**config.mk**
```make
export PLATFORM = sky130hd
export DESIGN_NAME = uart_tx_mmio
export DESIGN_NICKNAME = d
export VERILOG_FILES = /design/src/rtl/uart_tx_mmio.sv
export SDC_FILE = /design/constraint.sdc
export NUM_CORES = 1
export LEC_CHECK = 0
export CELL_PAD_IN_SITES_DETAIL_PLACEMENT = 0
export CELL_PAD_IN_SITES_GLOBAL_PLACEMENT = 1
export CORE_ASPECT_RATIO = 0.75
export CORE_MARGIN = 1
export CORE_UTILIZATION = 38
export CTS_BUF_LIST = sky130_fd_sc_hd__clkbuf_8
export CTS_CLUSTER_DIAMETER = 120
export DETAILED_ROUTE_END_ITERATION = 10
export GPL_TIMING_DRIVEN = 0
export PLACE_DENSITY_LB_ADDON = 0.1
export SYNTH_ARGS = -nofsm -noshare
export SYNTH_HDL_FRONTEND = slang
export SYNTH_SLANG_ARGS = --single-unit
```
**constraint.sdc**
```tcl
create_clock -name clk -period 3.1 [get_ports clk]
set_input_delay 0.62 -clock clk [delete_from_list [all_inputs] [get_ports clk]]
set_output_delay 0.62 -clock clk [all_outputs]
set_load 0.02 [all_outputs]
```
**src/rtl/uart_tx_mmio.sv**
```systemverilog
// Memory-mapped 8N1 UART transmitter with a small TX FIFO on the core's data bus.
// Define UART_TX_PARITY_EN to add an even-parity bit (11-bit frames, STATUS[4] = 1).
module uart_tx_mmio #(
  parameter int                    DATA_WIDTH   = 32,
  parameter logic [DATA_WIDTH-1:0] BASE_ADDR    = 32'h1001_0000,
  parameter int                    CLKS_PER_BIT = 434,
  parameter int                    FIFO_DEPTH   = 8
) (
  input  logic                  clk,
  input  logic                  reset,
  input  logic [DATA_WIDTH-1:0] Address,
  input  logic [DATA_WIDTH-1:0] WriteData,
  input  logic                  MemWrite,
  output logic [DATA_WIDTH-1:0] ReadData,
  output logic                  Hit,
  output logic                  tx
);

  localparam int PW = $clog2(FIFO_DEPTH);
  localparam int CW = PW + 1;
  localparam int BW = $clog2(CLKS_PER_BIT);
`ifdef UART_TX_PARITY_EN
  localparam logic PARITY_CAP = 1'b1;
`else
  localparam logic PARITY_CAP = 1'b0;
`endif

  typedef enum logic [2:0] {S_IDLE, S_START, S_DATA, S_PARITY, S_STOP} state_e;

  state_e          state_q, state_d;
  logic [BW-1:0]   baud_q, baud_d;
  logic [2:0]      bit_q, bit_d;
  logic [7:0]      shift_q, shift_d;
  logic            par_q, par_d;
  logic            tx_q, tx_d;

  logic [7:0]      mem [FIFO_DEPTH];
  logic [PW-1:0]   wr_ptr_q, rd_ptr_q;
  logic [CW-1:0]   count_q, count_d;
  logic            ovf_q, ovf_d;

  logic [2:0]      off;
  logic            full, empty, busy, tick, push, pop, ovf_set, ovf_clr;
  logic [7:0]      fifo_rd;
  logic [31:0]     status;
  logic            unused_wdata;

  assign unused_wdata = ^WriteData[DATA_WIDTH-1:8];

  // Register decode
  assign off     = Address[2:0];
  assign Hit     = (Address[DATA_WIDTH-1:3] == BASE_ADDR[DATA_WIDTH-1:3]);
  assign full    = (count_q == CW'(FIFO_DEPTH));
  assign empty   = (count_q == '0);
  assign busy    = (state_q != S_IDLE);
  assign push    = MemWrite && Hit && (off == 3'd0) && !full;
  assign ovf_set = MemWrite && Hit && (off == 3'd0) && full;
  assign ovf_clr = MemWrite && Hit && (off == 3'd4);
  assign status  = {16'b0, 8'(count_q), 3'b0, PARITY_CAP, ovf_q, empty, full, busy};
  assign ReadData = (Hit && off == 3'd4) ? DATA_WIDTH'(status) : '0;

  assign tick    = (baud_q == BW'(CLKS_PER_BIT - 1));
  assign pop     = !empty && ((state_q == S_IDLE) || (state_q == S_STOP && tick));
  assign fifo_rd = mem[rd_ptr_q];
  assign tx      = tx_q;

  // TX FIFO
  always_ff @(posedge clk) begin
    if (push) mem[wr_ptr_q] <= WriteData[7:0];
  end

  always_comb begin
    count_d = count_q;
    if (push && !pop)      count_d = count_q + CW'(1);
    else if (pop && !push) count_d = count_q - CW'(1);
    ovf_d = ovf_q;
    if (ovf_clr) ovf_d = 1'b0;
    if (ovf_set) ovf_d = 1'b1;
  end

  always_ff @(posedge clk) begin
    if (reset) begin
      wr_ptr_q <= '0;
      rd_ptr_q <= '0;
      count_q  <= '0;
      ovf_q    <= 1'b0;
    end else begin
      if (push) wr_ptr_q <= wr_ptr_q + 1'b1;
      if (pop)  rd_ptr_q <= rd_ptr_q + 1'b1;
      count_q <= count_d;
      ovf_q   <= ovf_d;
    end
  end

  // FSM state register
  always_ff @(posedge clk) begin
    if (reset) begin
      state_q <= S_IDLE;
      baud_q  <= '0;
      bit_q   <= '0;
      shift_q <= '0;
      par_q   <= 1'b0;
      tx_q    <= 1'b1;
    end else begin
      state_q <= state_d;
      baud_q  <= baud_d;
      bit_q   <= bit_d;
      shift_q <= shift_d;
      par_q   <= par_d;
      tx_q    <= tx_d;
    end
  end

  // FSM next state
  always_comb begin
    state_d = state_q;
    shift_d = shift_q;
    par_d   = par_q;
    bit_d   = bit_q;
    baud_d  = baud_q;
    case (state_q)
      S_IDLE:   if (pop) state_d = S_START;
      S_START:  if (tick) state_d = S_DATA;
      S_DATA: begin
        if (tick) begin
          if (bit_q == 3'd7) begin
`ifdef UART_TX_PARITY_EN
            state_d = S_PARITY;
`else
            state_d = S_STOP;
`endif
          end else begin
            bit_d   = bit_q + 3'd1;
            shift_d = shift_q >> 1;
          end
        end
      end
      S_PARITY: if (tick) state_d = S_STOP;
      S_STOP:   if (tick) state_d = pop ? S_START : S_IDLE;
      default:  state_d = S_IDLE;
    endcase
    if (pop) begin
      shift_d = fifo_rd;
      par_d   = ^fifo_rd;
    end
    // Baud counter and bit index restart on every state entry
    if (state_d != state_q) begin
      baud_d = '0;
      bit_d  = '0;
    end else begin
      baud_d = tick ? '0 : baud_q + 1'b1;
    end
  end

  // FSM output (registered TX pin follows the next state)
  always_comb begin
    tx_d = 1'b1;
    case (state_d)
      S_START:  tx_d = 1'b0;
      S_DATA:   tx_d = shift_d[0];
      S_PARITY: tx_d = par_q;
      default:  tx_d = 1'b1;
    endcase
  end

endmodule

```
# Yosys cells after proc, flatten, opt, wreduce, memory -nomap -nowiden
# Memories as Yosys holds them, arrays and structs flattened. A register that Yosys moved wholly into a read port is not among the register bits.
# Index checks and enable logic that the tools add are counted.
classes:
  n_addsub: 6
  n_eq_ne: 14
  mux: 22
  n_bitwise: 1
  n_reduce_logical: 28
ops:
  columns: ["op", "n"]
  rows:
  - ["two-way mux 8 bit", 4]
  - ["equality test 29 x 26 -> 1 bit (second input constant)", 1]
  - ["two-way mux 3 bit", 8]
  - ["one-hot mux 3 bit (5 select lines)", 1]
  - ["equality test 3 x 2 -> 1 bit (second input constant)", 4]
  - ["two-way mux 12 bit", 1]
  - ["logical AND 1 bit", 10]
  - ["adder 3 x 1 -> 3 bit (second input constant)", 3]
  - ["adder 9 x 1 -> 9 bit (second input constant)", 1]
  - ["equality test 3 bit (second input constant)", 3]
  - ["equality test 9 bit (second input constant)", 1]
  - ["two-way mux 4 bit", 2]
  - ["nonzero test 2 bit", 4]
  - ["XOR reduction 8 bit", 1]
  - ["equality test 3 x 1 -> 1 bit (second input constant)", 2]
  - ["zero test 3 bit", 2]
  - ["AND reduction 3 bit", 2]
  - ["two-way mux 1 bit", 5]
  - ["adder 4 x 1 -> 4 bit (second input constant)", 1]
  - ["equality test 4 bit (second input constant)", 1]
  - ["zero test 1 bit", 4]
  - ["zero test 4 bit", 1]
  - ["subtractor 4 x 1 -> 4 bit (second input constant)", 1]
  - ["inequality test 3 bit", 1]
  - ["other kinds (7)", 7]
word_totals:
  reg_bits: 36
  ram_bits: 64
  output_inout_bits: 34
  elab_cells: 83
  memories: 1
memory_table:
  columns: ["memory", "words", "width", "rd", "rd_ports_with_merged_regs", "write_ports", "line_no", "rtl"]
  rows:
  - ["mem", 8, 8, 1, 1, 1, "37", "logic [7:0] mem [FIFO_DEPTH];"]

# Logic depth before layout (Yosys ltp)
# Gate-level depths: netlist (run 1).
depth:
  ltp_word: 9
  mapped_depth: 15

# Least setup slack after synthesis (run 1)
# Ideal clock, no wire load.
synth_timing:
  kind: "input -> register"
  from: "input Address[7]"
  to: "register count_q[3]"
  setup_time_ns: 0.071
  t_arrival_ns: 3.048
  required_ns: 3.029
  path_slack_ns: -0.018
  cell_stages: 11
  n_path_buf: 0
  cell_sequence: "nor4b_1 nand4_1 nor4_2 ha_1 inv_1 ha_1 a21o_1 a21oi_1 xnor2_1 or3_1 a21oi_1"
synth_via:
  elab_chain_cells: 7
  elab_cells_between_ends: 9
  classes_between: "eq/ne: 1; mux: 1; reduce/logical: 7"
synth_rtl:
  columns: ["item", "line_no", "rtl"]
  rows:
  - ["start, declared", "11", "input logic [DATA_WIDTH-1:0] Address,"]
  - ["equality test 29 x 26 -> 1 bit *", "52", "assign Hit = (Address[DATA_WIDTH-1:3] == BASE_ADDR[DATA_WIDTH-1:3]);"]
  - ["logical AND 1 bit * (3 in a row)", "56", "assign push = MemWrite && Hit && (off == 3'd0) && !full;"]
  - ["via push", "43", "logic full, empty, busy, tick, push, pop, ovf_set, ovf_clr;"]
  - ["zero test 1 bit", "75", "else if (pop && !push) count_d = count_q - CW'(1);"]
  - ["logical AND 1 bit", "75", null]
  - ["nonzero test 2 bit (no source line)", null, null]
  - ["end signal, assigned", "90", "count_q <= count_d;"]
  - ["end, declared", "39", "logic [CW-1:0] count_q, count_d;"]
# The timed path passes the listed nets; every way through them passes the cells marked *.
# A chain may end at the register's enable or synchronous reset.

# Worst setup path after layout (run 1)
layout_timing:
  from: "input Address[31]"
  to: "register count_q[3]"
# The elaborated chain is that of the path after synthesis.

==> results of run 1 <==
sequential cells by signal (all words and copies together) (netlist names), 3 cells and up, named ones only:
signal / cells
wr_ptr_q: 3
state_q: 3
shift_q: 8
baud_q: 9
rd_ptr_q: 3
count_q: 4
bit_q: 3
mem: 64
worst paths after layout:
path              slack (ns)    endpoint        start
setup / recovery        0.06  count_q[3]  Address[31]
setup reg to reg        0.29  count_q[3]    baud_q[1]
hold reg to reg         0.49   baud_q[0]    baud_q[0]
hold / removal          0.49   baud_q[0]    baud_q[0]
layout make-up:
cell class / count / area [sq um]
Multi-Input combinational cell: 223 / 1822
Fill cell: 1043 / 5923
Inverter: 8 / 30.03
Buffer: 35 / 249.0
Clock inverter: 7 / 67.56
Timing Repair Buffer: 60 / 578.1
Tap cell: 162 / 202.7
Sequential cell: 103 / 2703
Clock buffer: 9 / 123.9
placed cells by master, fill, tap and decap left out, types with 9 or more instances in the layout:
cell type / synthesis / routed
sky130_fd_sc_hd__nor2_1: 51 / 46
sky130_fd_sc_hd__edfxtp_1: 64 / 64
sky130_fd_sc_hd__clkbuf_8: 0 / 9
sky130_fd_sc_hd__dfxtp_1: 39 / 39
sky130_fd_sc_hd__xnor2_1: 16 / 16
sky130_fd_sc_hd__mux2i_1: 14 / 14
sky130_fd_sc_hd__nand2_1: 11 / 10
sky130_fd_sc_hd__conb_1: 1 / 24
sky130_fd_sc_hd__clkdlybuf4s50_1: 0 / 33
sky130_fd_sc_hd__buf_4: 24 / 30
sky130_fd_sc_hd__dlymetal6s2s_1: 0 / 10
sky130_fd_sc_hd__mux4_1: 10 / 10
through the flow:
step / worst slack (ns) / cell area (sq um)
5_1_grt: -0.04852 / 5776
3_5_place_dp: -0.7198 / 5424
4_1_cts: 0.01527 / 5675
2_1_floorplan: 0.07651 / 4691
6_report: 0.06258 / 5776
3_3_place_gp: -0.9009 / 5414
cells by family after synthesis:
| group | Yosys count |
|---|---|
| simple gates | 103 |
| fa+ha+maj | 10 |
| other cells | 1 |
| flops | 103 |
| mux | 36 |
| buf+inv | 43 |
| xor+xnor | 22 |
| compound gates | 28 |
routing by layer:
metal / wire length (um) / global-route usage / vias to the layer above / part of all wire
met4: 68 / 0.03529 / 0 / 0.0079
li1: - / - / 1418 / -
met2: 3694 / 0.2141 / 79 / 0.43
met5: 0 / 0 / - / 0
met1: 4499 / 0.2179 / 1356 / 0.52
met3: 341 / 0.03634 / 5 / 0.040
where the power goes:
| part | leakage (nW) | internal [mW] | switching [mW] |
|---|---|---|---|
| registers | 0.894 | 1.58 | 0.0949 |
| logic | 1.22 | 0.576 | 0.615 |
| clock network | 0.0962 | 0.316 | 0.494 |
| total | 2.21 | 2.47 | 1.20 |
what timing repair did:
action	in CTS	in global routing
endpoints found under the setup margin	52	73
pin swaps	5	13
gates resized for setup	18	50
setup buffers	6	2
worst max-delay path: cells and delay by family:
family	cells	cell delay [ns]
AO/OA/AOI/OAI	3	0.42
XOR/XNOR	1	0.08
AND/OR/NAND/NOR	4	1.05
buffers and inverters	3	0.63
adder cells (fa/ha/maj)	2	0.51
==> impl_metrics.tcl, run 1 <==
set metrics [dict create \
    grt_setup_unrepaired "true" \
    via_count 2858 \
    post_synth_and_or_nand_nor_area_fraction 0.1089 \
    nets 517 \
    cp-end-kind "register" \
    cts.path.max_buffers 2 \
    ant_nets 0 \
    final.hold.worst_slack_ns 0.4936 \
    areaGrowthSynthToFinish_pct 25.67 \
    root_buffer "sky130_fd_sc_hd__clkbuf_8" \
    critical_path_class "input pin to register" \
    power_leakage_nw 2.208 \
    cp.required_ns 3.40 \
    power.density_cell_area_mw_per_mm2 636.9 \
    run_status "finished clean" \
    portBuffers 52 \
    layout-drive-gt1-share 0.2022 \
    chip_height_um 97.24 \
    async_flop_share 0 \
    max_slew.worst_pin.slew_ns 0.9332 \
    register_to_register_path_depth 15 \
    postCtsHoldBufs 0 \
    synth.avg_cell_area_sq_um 13.28 \
    avgRoutedWirePerCell_um 14.17 \
    grtUsageTotal 0.1467 \
    io_pins 101 \
    clock_skew_ns 0.01539 \
    critPathMaxStageDelay_ns 0.42 \
    dominant_combinational_cell_family_by_area_after_synthesis "multiplexers" \
    antenna_cells 0 \
    design.core.area_sq_mm 0.01170 \
    place.gp.congestion 0.7148 \
    yosys.cell_types.count 48 \
    crit_chain "clkdlybuf4s50_1 > nor4_2 > nand4_1 > buf_6 > nor4_4 > ha_2 > inv_2 > ha_1 > a21o_1 > a21oi_2 > xnor2_1 > or3_1 > a21oi_2" \
    maxCapViolations 0 \
    worstSkewPairLatency_ns 0.37 \
    drc 0 \
    worst_setup_path_start_kind "input pin" \
    cp_common_cell "sky130_fd_sc_hd__a21oi_2" \
    synthesis.yosys.warnings 0 \
    number_of_hold_violations_in_the_final_report 0 \
    post-layout-total-power_mw 3.678 \
    critical-path-slowest-cell "sky130_fd_sc_hd__clkdlybuf4s50_1" \
    die_width_um 129.0 \
    maxSlewHeadroom 0.3756 \
    drt_iter0_markers 114 \
    post_synth_fa_ha_maj_area_fraction 0.02886 \
    netlist_area_sq_mm 0.004596 \
    holdPathStages 1 \
    fp-row-count 34 \
    synth.top_cells.by_count "sky130_fd_sc_hd__edfxtp_1, sky130_fd_sc_hd__nor2_1, sky130_fd_sc_hd__dfxtp_1, sky130_fd_sc_hd__buf_4, sky130_fd_sc_hd__xnor2_1" \
    synth_top_cells_by_area "sky130_fd_sc_hd__edfxtp_1, sky130_fd_sc_hd__dfxtp_1, sky130_fd_sc_hd__mux4_1" \
    synth_compound_gate_area_share 0.03921 \
    timing.final.max_slew_violations 0 \
    placed_cells 583 \
    synthMostInstantiatedCell "sky130_fd_sc_hd__edfxtp_1" \
    synthCells 346 \
    grt_start_max_net_pins 21 \
    timing.fmax_ghz 0.3292 \
    final_cells 607 \
    cts_max_level 3 \
    largest_fanout_on_the_critical_path 3 \
    final_min_period_over_clock_period 0.9798 \
    dpl.hpwl_um 5994 \
    ys_dominant_reg_cell "sky130_fd_sc_hd__edfxtp_1" \
    tritoncts.num_buffers 9 \
    synthMuxAreaShare 0.1318 \
    grt_pass1_vias 2674 \
    detailedRoute.firstPassIterationCount 5 \
    number_of_antenna_violations_at_the_first_check_in_global_routing 0 \
    final_util 0.4937 \
    timing.final.setup_violations 0 \
    grt_first_pass_wirelength_um 13720 \
    cts_tree "built" \
    dieArea_sq_mm 0.01254 \
    synth-edff-count 64 \
    ys_ff_latch 103 \
    hold_wc_path_type "register to register" \
    worstPathArrival_ns 3.34 \
    synth-xor-area-share 0.04193 \
    initial_core_util 0.3928 \
    synth-seq-area-share 0.5881 \
    timing.setup.tns_ns 0 \
    vdd.ir_drop.worst_mv 0.2352 \
    post-route-min-period_ns 3.037 \
    number_of_vias_per_cell 4.708 \
    clock_edge_transition_at_the_registers_on_the_reported_setup_and_hold_paths_ns 0.10 \
    synth_top_area_frac 0.4182 \
    clock_sink_count 103 \
    wirelength_um 8603 \
    global_route.overflow_total 0 \
    synth_area_leader_cell "sky130_fd_sc_hd__edfxtp_1" \
]
(Power assumes the default switching activity.)
==> run 2: changes to the inputs <==
--- a/config.mk
+++ b/config.mk
@@ -18,3 +18,4 @@
 export SYNTH_ARGS = -nofsm -noshare
 export SYNTH_HDL_FRONTEND = slang
 export SYNTH_SLANG_ARGS = --single-unit
+export TNS_END_PERCENT = 30
==> impl_metrics.tcl, run 2 (synthesized netlist as in run 1, its figures left out) <==
set metrics [dict create \
    run_status "finished clean" \
    layout-drive-gt1-share 0.2000 \
    global_route.overflow_total 0 \
    final_critical_path_setup_slack_ns 0.04325 \
    via_count 2850 \
    die_width_um 129.0 \
    place.gp.congestion 0.7148 \
    multiInputGateArea_sq_mm 0.001819 \
    fin_area_sq_mm 0.005773 \
    design.core.area_sq_mm 0.01170 \
    worstSkewPairLatency_ns 0.37 \
    tritoncts.num_buffers 9 \
    dieArea_sq_mm 0.01254 \
    fill_cells 1044 \
    grt_first_pass_wirelength_um 13720 \
    maxSlewHeadroom 0.3761 \
    grtUsageTotal 0.1467 \
    wirelength_um 8631 \
    final.hold.worst_slack_ns 0.4937 \
    vdd.ir_drop.worst_mv 0.2352 \
    drc 0 \
    worstPathArrival_ns 3.05 \
    areaGrowthSynthToFinish_pct 25.62 \
    power.density_cell_area_mw_per_mm2 637.5 \
    number_of_antenna_violations_at_the_first_check_in_global_routing 0 \
    area.sequential_sq_mm 0.002703 \
    top_regs "mem x64, baud_q x9, shift_q x8" \
    placement_cell_area_sq_mm 0.005424 \
    maxCapViolations 0 \
    number_of_vias_per_cell 4.695 \
    ant_nets 0 \
    drt_iter0_markers 105 \
    postCtsHoldBufs 0 \
    grt_start_max_net_pins 21 \
    clock_skew_ns 0.01583 \
    max_slew.worst_pin.slew_ns 0.9324 \
    critical-path-slowest-cell "sky130_fd_sc_hd__nor2_1" \
    most_common_cell_after_layout_fill_and_taps_aside "sky130_fd_sc_hd__edfxtp_1" \
    initial_core_util 0.3928 \
    cp.required_ns 3.09 \
    cts_tree "built" \
    post-route-min-period_ns 3.057 \
    clock_edge_transition_at_the_registers_on_the_reported_setup_and_hold_paths_ns 0.10 \
    timing.final.max_slew_violations 0 \
    avgRoutedWirePerCell_um 14.22 \
    power_leakage_nw 2.207 \
    grt_setup_unrepaired "true" \
    worst_setup_path_start_kind "input pin" \
    crit_chain "clkdlybuf4s50_1 > nor4_2 > nand4_1 > buf_6 > nor4_4 > buf_4 > nand2_1 > nor2_1" \
    final_min_period_over_clock_period 0.9860 \
    cts.path.max_buffers 2 \
    top_register "mem" \
    hold_wc_path_type "register to register" \
    timing.setup.tns_ns 0 \
    io_pins 101 \
    largest_fanout_on_the_critical_path 8 \
    clock_sink_count 103 \
    detailedRoute.firstPassIterationCount 5 \
    timing.fmax_ghz 0.3271 \
    critPathMaxStageDelay_ns 0.74 \
    cts_max_level 3 \
    place_ws_ns -0.7198 \
    timing.final.setup_violations 0 \
    chip_height_um 97.24 \
    largest_register_ffs 64 \
    fp-row-count 34 \
    cp-end-kind "register" \
    portBuffers 52 \
    root_buffer "sky130_fd_sc_hd__clkbuf_8" \
    nets 517 \
    grt_pass1_vias 2674 \
    number_of_hold_violations_in_the_final_report 0 \
    mostFrequentLayoutCells "sky130_fd_sc_hd__edfxtp_1, sky130_fd_sc_hd__nor2_1, sky130_fd_sc_hd__dfxtp_1, sky130_fd_sc_hd__clkdlybuf4s50_1, sky130_fd_sc_hd__buf_4" \
    dpl.hpwl_um 5994 \
    antenna_cells 0 \
    critical_path_class "input pin to register" \
]
[run 2: path summary, 6_finish.rpt]
path               startpoint    endpoint  slack (ns)  cells after the start
setup / recovery  Address[31]   mem[6][5]        0.04                      8
hold / removal      baud_q[0]   baud_q[0]        0.49                      1
setup reg to reg    baud_q[1]  count_q[3]        0.28                     15
hold reg to reg     baud_q[0]   baud_q[0]        0.49                      1
[run 2: per-layer routing]
layer	GRT usage	share of wire
met1	0.2179	0.52
met2	0.2141	0.43
met3	0.03634	0.038
met4	0.03529	0.0098
met5	0	0
[run 2: per-stage QoR]
step / std cells / power, mW / util
floorplan: 369 / 2.565 / -
global placement: 583 / 2.847 / 0.4628
detailed placement: 583 / 2.851 / 0.4636
CTS: 605 / 3.692 / 0.4851
global route: 607 / 3.913 / 0.4935
finish: 607 / 3.680 / 0.4935
[run 2: worst max-delay path, delay by kind of cell]
family / cells / cell delay [ns]
AND/OR/NAND/NOR: 5 / 1.63
buffers and inverters: 3 / 0.78
[run 2: report_power, final]
part	internal, mW	switching, mW
Clock	0.316	0.495
Combinational	0.576	0.616
Sequential	1.58	0.0947
[run 2: final cells by class]
class / instances / area share
timing repair buffer: 60 / 0.1001
clock buffer: 9 / 0.02146
buffer: 35 / 0.04313
inverter: 8 / 0.005202
multi-input combinational: 223 / 0.3151
sequential: 103 / 0.4681
tap: 162 / 0.03511
clock inverter: 7 / 0.01170
[run 2: what timing repair did]
item / CTS / global route
endpoints found under the setup margin: 52 / 73
pin swaps: 5 / 12
setup buffers: 6 / 2
cloned: 0 / 0
gates resized for setup: 18 / 49
